**config.mk**
```make
export PLATFORM = sky130hd
export DESIGN_NAME = load_store_unit_flat
export DESIGN_NICKNAME = d
export VERILOG_FILES = /design/src/rtl/load_store_unit_if.sv /design/src/rtl/load_store_unit.sv /design/src/flat_wrapper.sv
export SDC_FILE = /design/constraint.sdc
export NUM_CORES = 1
export LEC_CHECK = 0
export CAP_MARGIN = 0
export CORE_ASPECT_RATIO = 0.7
export CORE_MARGIN = 2
export CORE_UTILIZATION = 28
export CTS_CLUSTER_DIAMETER = 150
export DETAILED_ROUTE_END_ITERATION = 10
export GPL_TIMING_DRIVEN = 0
export SYNTH_ARGS = -nofsm -noshare
export SYNTH_HDL_FRONTEND = slang
export SYNTH_SLANG_ARGS = --single-unit
```
**constraint.sdc**
```tcl
create_clock -name clk -period 7.1 [get_ports clk]
set_clock_uncertainty 0.1 [all_clocks]
set_input_delay 1.065 -clock clk [delete_from_list [all_inputs] [get_ports clk]]
set_output_delay 1.065 -clock clk [all_outputs]
set_load 0.01 [all_outputs]
```
**src/rtl/load_store_unit_if.sv**
```systemverilog
// rtl/load_store_unit_if.sv - core request/response and data-memory signals of the load/store unit
interface load_store_unit_if;
    logic        req;
    logic        we;
    logic [2:0]  funct3;
    logic [31:0] addr;
    logic [31:0] wdata;
    logic        busy;
    logic        done;
    logic [31:0] rdata;
    logic        fault;
    logic [31:0] mem_A;
    logic [31:0] mem_WD;
    logic        mem_WE;
    logic [31:0] mem_RD;

    modport master (
        output req, we, funct3, addr, wdata, mem_RD,
        input  busy, done, rdata, fault, mem_A, mem_WD, mem_WE
    );

    modport slave (
        input  req, we, funct3, addr, wdata, mem_RD,
        output busy, done, rdata, fault, mem_A, mem_WD, mem_WE
    );
endinterface

```
**src/rtl/load_store_unit.sv**
```systemverilog
// rtl/load_store_unit.sv - RV32I load/store unit with read-modify-write for byte/halfword stores
module load_store_unit #(
    parameter int DEPTH = 101
) (
    input  logic             clk,
    input  logic             rst,
    load_store_unit_if.slave bus
);
    localparam logic [31:0] DEPTH_W = 32'(DEPTH);

    typedef enum logic [2:0] {IDLE, LOAD, STORE, RMW_RD, RMW_WR, RESP} state_t;

    state_t      r_state;
    logic [2:0]  r_funct3;
    logic [1:0]  r_lane;
    logic [15:0] r_wdata;
    logic        r_busy;
    logic        r_done;
    logic        r_fault;
    logic [31:0] r_rdata;
    logic [31:0] r_mem_A;
    logic [31:0] r_mem_WD;
    logic        r_mem_WE;

    logic        w_fault;
    logic [7:0]  w_byte;
    logic [15:0] w_half;
    logic [31:0] w_load;
    logic [31:0] w_merge;

    // Decode the incoming request; only meaningful in IDLE when req is high.
    always_comb begin
        w_fault = 1'b0;
        if (!bus.we && (bus.funct3 == 3'b011 || bus.funct3[2:1] == 2'b11))
            w_fault = 1'b1;
        if (bus.we && (bus.funct3[2] || bus.funct3[1:0] == 2'b11))
            w_fault = 1'b1;
        if (bus.funct3[1:0] == 2'b01 && bus.addr[0])
            w_fault = 1'b1;
        if (bus.funct3[1:0] == 2'b10 && bus.addr[1:0] != 2'b00)
            w_fault = 1'b1;
        if ({2'b00, bus.addr[31:2]} >= DEPTH_W)
            w_fault = 1'b1;
    end

    always_comb begin
        w_byte = bus.mem_RD[{r_lane, 3'b000} +: 8];
        w_half = bus.mem_RD[{r_lane[1], 4'b0000} +: 16];
        case (r_funct3)
            3'b000:  w_load = {{24{w_byte[7]}}, w_byte};
            3'b001:  w_load = {{16{w_half[15]}}, w_half};
            3'b100:  w_load = {24'h0, w_byte};
            3'b101:  w_load = {16'h0, w_half};
            default: w_load = bus.mem_RD;
        endcase
    end

    // Sub-word store: replace only the addressed lane of the word just read.
    always_comb begin
        w_merge = bus.mem_RD;
        if (r_funct3[0])
            w_merge[{r_lane[1], 4'b0000} +: 16] = r_wdata;
        else
            w_merge[{r_lane, 3'b000} +: 8] = r_wdata[7:0];
    end

    always_ff @(posedge clk) begin
        if (rst) begin
            r_state  <= IDLE;
            r_funct3 <= 3'b000;
            r_lane   <= 2'b00;
            r_wdata  <= 16'h0;
            r_busy   <= 1'b0;
            r_done   <= 1'b0;
            r_fault  <= 1'b0;
            r_rdata  <= 32'h0;
            r_mem_A  <= 32'h0;
            r_mem_WD <= 32'h0;
            r_mem_WE <= 1'b0;
        end else begin
            case (r_state)
                IDLE: begin
                    if (bus.req) begin
                        r_funct3 <= bus.funct3;
                        r_lane   <= bus.addr[1:0];
                        r_wdata  <= bus.wdata[15:0];
                        r_mem_A  <= {bus.addr[31:2], 2'b00};
                        r_busy   <= 1'b1;
                        if (w_fault) begin
                            r_state <= RESP;
                            r_done  <= 1'b1;
                            r_fault <= 1'b1;
                        end else if (!bus.we) begin
                            r_state <= LOAD;
                        end else if (bus.funct3 == 3'b010) begin
                            r_state  <= STORE;
                            r_mem_WE <= 1'b1;
                            r_mem_WD <= bus.wdata;
                        end else begin
                            r_state <= RMW_RD;
                        end
                    end
                end
                LOAD: begin
                    r_rdata <= w_load;
                    r_state <= RESP;
                    r_done  <= 1'b1;
                end
                STORE: begin
                    r_mem_WE <= 1'b0;
                    r_state  <= RESP;
                    r_done   <= 1'b1;
                end
                RMW_RD: begin
                    r_mem_WD <= w_merge;
                    r_mem_WE <= 1'b1;
                    r_state  <= RMW_WR;
                end
                RMW_WR: begin
                    r_mem_WE <= 1'b0;
                    r_state  <= RESP;
                    r_done   <= 1'b1;
                end
                RESP: begin
                    r_done  <= 1'b0;
                    r_fault <= 1'b0;
                    r_busy  <= 1'b0;
                    r_state <= IDLE;
                end
                default: begin
                    r_state  <= IDLE;
                    r_busy   <= 1'b0;
                    r_done   <= 1'b0;
                    r_fault  <= 1'b0;
                    r_mem_WE <= 1'b0;
                end
            endcase
        end
    end

    assign bus.busy   = r_busy;
    assign bus.done   = r_done;
    assign bus.fault  = r_fault;
    assign bus.rdata  = r_rdata;
    assign bus.mem_A  = r_mem_A;
    assign bus.mem_WD = r_mem_WD;
    assign bus.mem_WE = r_mem_WE;
endmodule

```
**src/flat_wrapper.sv**
```systemverilog
// flat-port wrapper written by rule: the top's interface ports become plain ports
module load_store_unit_flat 
#(
    parameter int DEPTH = 101
)
  (clk, rst, bus_req, bus_we, bus_funct3, bus_addr, bus_wdata, bus_mem_RD, bus_busy, bus_done, bus_rdata, bus_fault, bus_mem_A, bus_mem_WD, bus_mem_WE);
  load_store_unit_if bus_i ();
  input  logic clk;
  input  logic rst;
  input wire logic [$bits(bus_i.req)-1:0] bus_req;
  input wire logic [$bits(bus_i.we)-1:0] bus_we;
  input wire logic [$bits(bus_i.funct3)-1:0] bus_funct3;
  input wire logic [$bits(bus_i.addr)-1:0] bus_addr;
  input wire logic [$bits(bus_i.wdata)-1:0] bus_wdata;
  input wire logic [$bits(bus_i.mem_RD)-1:0] bus_mem_RD;
  output wire logic [$bits(bus_i.busy)-1:0] bus_busy;
  output wire logic [$bits(bus_i.done)-1:0] bus_done;
  output wire logic [$bits(bus_i.rdata)-1:0] bus_rdata;
  output wire logic [$bits(bus_i.fault)-1:0] bus_fault;
  output wire logic [$bits(bus_i.mem_A)-1:0] bus_mem_A;
  output wire logic [$bits(bus_i.mem_WD)-1:0] bus_mem_WD;
  output wire logic [$bits(bus_i.mem_WE)-1:0] bus_mem_WE;
  assign bus_i.req = bus_req;
  assign bus_i.we = bus_we;
  assign bus_i.funct3 = bus_funct3;
  assign bus_i.addr = bus_addr;
  assign bus_i.wdata = bus_wdata;
  assign bus_i.mem_RD = bus_mem_RD;
  assign bus_busy = bus_i.busy;
  assign bus_done = bus_i.done;
  assign bus_rdata = bus_i.rdata;
  assign bus_fault = bus_i.fault;
  assign bus_mem_A = bus_i.mem_A;
  assign bus_mem_WD = bus_i.mem_WD;
  assign bus_mem_WE = bus_i.mem_WE;
  load_store_unit #(.DEPTH(DEPTH)) u_core (.clk(clk), .rst(rst), .bus(bus_i));
endmodule
```
==> results.cfg <==
[floorplanning]
io_pins = 203
core_mm2 = 0.0227
die-area_mm2 = 0.0245
die_h_um = 131
num_rows = 46
die_x_um = 186
start_util = 0.286

[synth]
synth_cells = 774
async_flop_share = 0
synthDistinctLibCells = 39
syn_area_per_cell_um2 = 8.40
synth_ff_type = dfxtp_1
yosys_warnings = 0
ys_seq_area_frac = 0.376
synth_area_leaders = dfxtp_1, nand2_1, a21oi_1, mux2_4, mux2i_1
netlist_area_mm2 = 0.00650
yosysTopAreaCellShare = 0.376
synth-seq-cells = 122
yosys.area.top_type = dfxtp_1
synth_edf_count = 0

[global_route]
grt_max_degree = 17
met2_usage = 0.285
grtUsageMet3 = 0.0726
grt_use_total = 0.210
grt_pass1_vias = 6357
gr-max-usage-layer = met1
overflow = 0
grt_use_met1 = 0.312
antenna_found_initial = 1
grt_pass1_wl_mm = 38.4

[setup_path]
arrival_ns = 3.72
cp_num_buf_inv = 4
path_cells = clkdlybuf4s50_1 > nor4_1 > nand3_1 > or4_1 > buf_2 > o31a_1 > buf_6 > buf_6 > mux2_4
critPathRequiredTime_ns = 7.32
critPathMaxFanout = 10
r2r_setup_slack_ns = 3.98
crit_type = in2reg
critPathTopFamily = buffers and inverters
cpMostUsedCell = buf_6
critPathMaxStageDelay_ns = 0.52
worst_setup_path_end_kind = flop
slowest_stage = clkdlybuf4s50_1
cp-start-kind = input pin

[run_status]
status = finished clean

[routing]
drt_drc_violations_left = 0
antenna_left = 0
wire_per_inst_um = 19.7
via_per_inst = 5.04
firstDrtPassIters = 5
vias = 6646
drtIter0Drc = 587
wl_mm = 25.9

[clock_tree]
cts_buffers = 17
post_cts_buffers = 0
clock_path_buffers = 2
insertion_delay_ns = 0.43
clk_pin_slew_ns = 0.06
clockRootBuffer = clkbuf_16
htree_levels = 4
cts_resized = 0
cts_sinks = 122
hold_buffers = 0
cts_tree = built

[sta]
finalHoldViolCount = 0
rsz0062_at_grt = no
final_max_slew_viol_count = 0
max_freq_ghz = 0.286
hold_ws_ns = 0.353
relSlewSlack = 0.443
fin_tns_setup_ns = 0
finalCriticalPeriod_ns = 3.50
tightest_slew_ns = 0.830
final.period_utilization = 0.493
setup_violations = 0

[placed_design]
gp_congestion = 0.877
post_dp_cell_area_mm2 = 0.00889
hpwl_mm = 19.8
io_buffer_count = 199

[finish]
final_area_mm2 = 0.00948
seq_area_mm2 = 0.00244
fillers = 2263
final_layout_size_suffix_gt1_frac = 0.0815
multi_input_area_mm2 = 0.00373
syn2layout_area_growth_pct = 45.9
layout.nets = 1101

[power_and_ir_drop]
vdd_drop_max_uv = 178
power_mw = 2.04
leakage_nw = 3.50
powerDensity_mw_per_mm2 = 216

[job]
drv_cap = 0

[hold_path]
min_path_type = reg2reg
## per-layer routing
| layer | share of wire | vias up |
|---|---|---|
| met5 | 0 | - |
| met2 | 0.41 | 284 |
| met3 | 0.11 | 20 |
| li1 | - | 3208 |
| met4 | 0.0084 | 0 |
| met1 | 0.48 | 3134 |
## Yosys cell counts, types with 4 or more instances
| cell | n |
|---|---|
| buf_1 | 10 |
| a22oi_1 | 33 |
| nor2_1 | 67 |
| buf_6 | 4 |
| mux2_4 | 29 |
| a211oi_1 | 32 |
| a21oi_1 | 91 |
| a2bb2oi_1 | 7 |
| nor4_1 | 6 |
| nor3_1 | 4 |
| mux2_2 | 12 |
| inv_1 | 7 |
| ha_1 | 5 |
| a221o_1 | 32 |
| dfxtp_1 | 122 |
| nor2b_1 | 32 |
| clkbuf_1 | 54 |
| mux2i_1 | 41 |
| o21ai_0 | 11 |
| nand2_1 | 133 |
| and2_1 | 9 |
| nand3b_1 | 9 |
## power by group
group / internal [mW] / switching (mW) / leakage, nW
registers: 0.725 / 0.0328 / 0.995
clock network: 0.523 / 0.369 / 0.287
logic: 0.188 / 0.205 / 2.22
## worst reg2reg max path, delay by kind of cell, from the launching register on
| kind | cells | cell delay (ns) |
|---|---|---|
| and+or+nand+nor | 2 | 0.29 |
| adders and majority gates | 1 | 0.36 |
| muxes | 1 | 0.29 |
| AOI/OAI and AO/OA | 2 | 0.64 |
| buffers and inverters | 4 | 0.99 |
| DFF | 1 | 0.35 |
## registers in the layout (all words and copies together) (netlist names)
name	count
u_core.bus.busy	1
u_core.r_wdata	16
u_core.r_state	3
u_core.bus.mem_A	30
u_core.r_funct3	3
u_core.bus.mem_WD	32
u_core.bus.rdata	32
u_core.r_lane	2
u_core.bus.done	1
u_core.bus.mem_WE	1
u_core.bus.fault	1
## per-stage QoR
step                utilization  instances  setup slack (ns)
floorplan                     -        775              3.90
global route              0.417       1318              3.49
detailed placement        0.391       1286              3.17
CTS                       0.417       1318              3.62
global placement          0.391       1286              3.13
finish                    0.417       1319              3.60
## final cells by class
cell class	count	share of cell area
antenna	1	0.000264
buffer	71	0.0322
clock buffer	17	0.0449
clock inverter	15	0.0176
inverter	7	0.00277
multi-input combinational	575	0.393
sequential	122	0.258
tap	312	0.0412
timing repair buffer	199	0.210
## cells in the final DEF (no fill, tap or decap), types with 2 or more instances in the layout
master | Yosys | layout
a211oi_1 | 32 | 32
a21o_1 | 3 | 3
a21oi_1 | 91 | 91
a221o_1 | 32 | 32
a22oi_1 | 33 | 33
a2bb2oi_1 | 7 | 7
and2_1 | 9 | 9
buf_1 | 10 | 10
buf_4 | 2 | 2
buf_6 | 4 | 4
bufinv_16 | 0 | 2
clkbuf_1 | 54 | 54
clkbuf_16 | 0 | 17
clkdlybuf4s50_1 | 0 | 199
clkinv_2 | 0 | 2
clkinv_4 | 0 | 4
clkinvlp_4 | 0 | 2
conb_1 | 1 | 2
dfxtp_1 | 122 | 122
ha_1 | 5 | 5
inv_1 | 7 | 7
inv_6 | 0 | 4
mux2_2 | 12 | 12
mux2_4 | 29 | 29
mux2i_1 | 41 | 41
nand2_1 | 133 | 133
nand2b_1 | 2 | 2
nand3_1 | 2 | 2
nand3b_1 | 9 | 9
nor2_1 | 67 | 67
nor2b_1 | 32 | 32
nor3_1 | 4 | 4
nor4_1 | 6 | 6
nor4bb_1 | 3 | 3
o21ai_0 | 11 | 11
## cell families after synthesis
| logic type | Yosys count | synth area share |
|---|---|---|
| simple gates | 273 | 0.190 |
| compound gates | 213 | 0.222 |
| flops | 122 | 0.376 |
| fa+ha+maj | 5 | 0.00962 |
| mux | 82 | 0.151 |
| buf+inv | 78 | 0.0510 |
| other cells | 1 | 0.000577 |
## final timing paths
kind,start,endpoint,cells past startpoint
max,bus_addr[9],u_core.bus.mem_WD[27],9
min,u_core.bus.mem_A[10],u_core.bus.mem_A[10],2
max reg2reg,u_core.r_lane[1],u_core.bus.mem_WD[12],10
min reg2reg,u_core.bus.mem_A[10],u_core.bus.mem_A[10],2
Note: power is estimated with default switching activity, not from simulation.
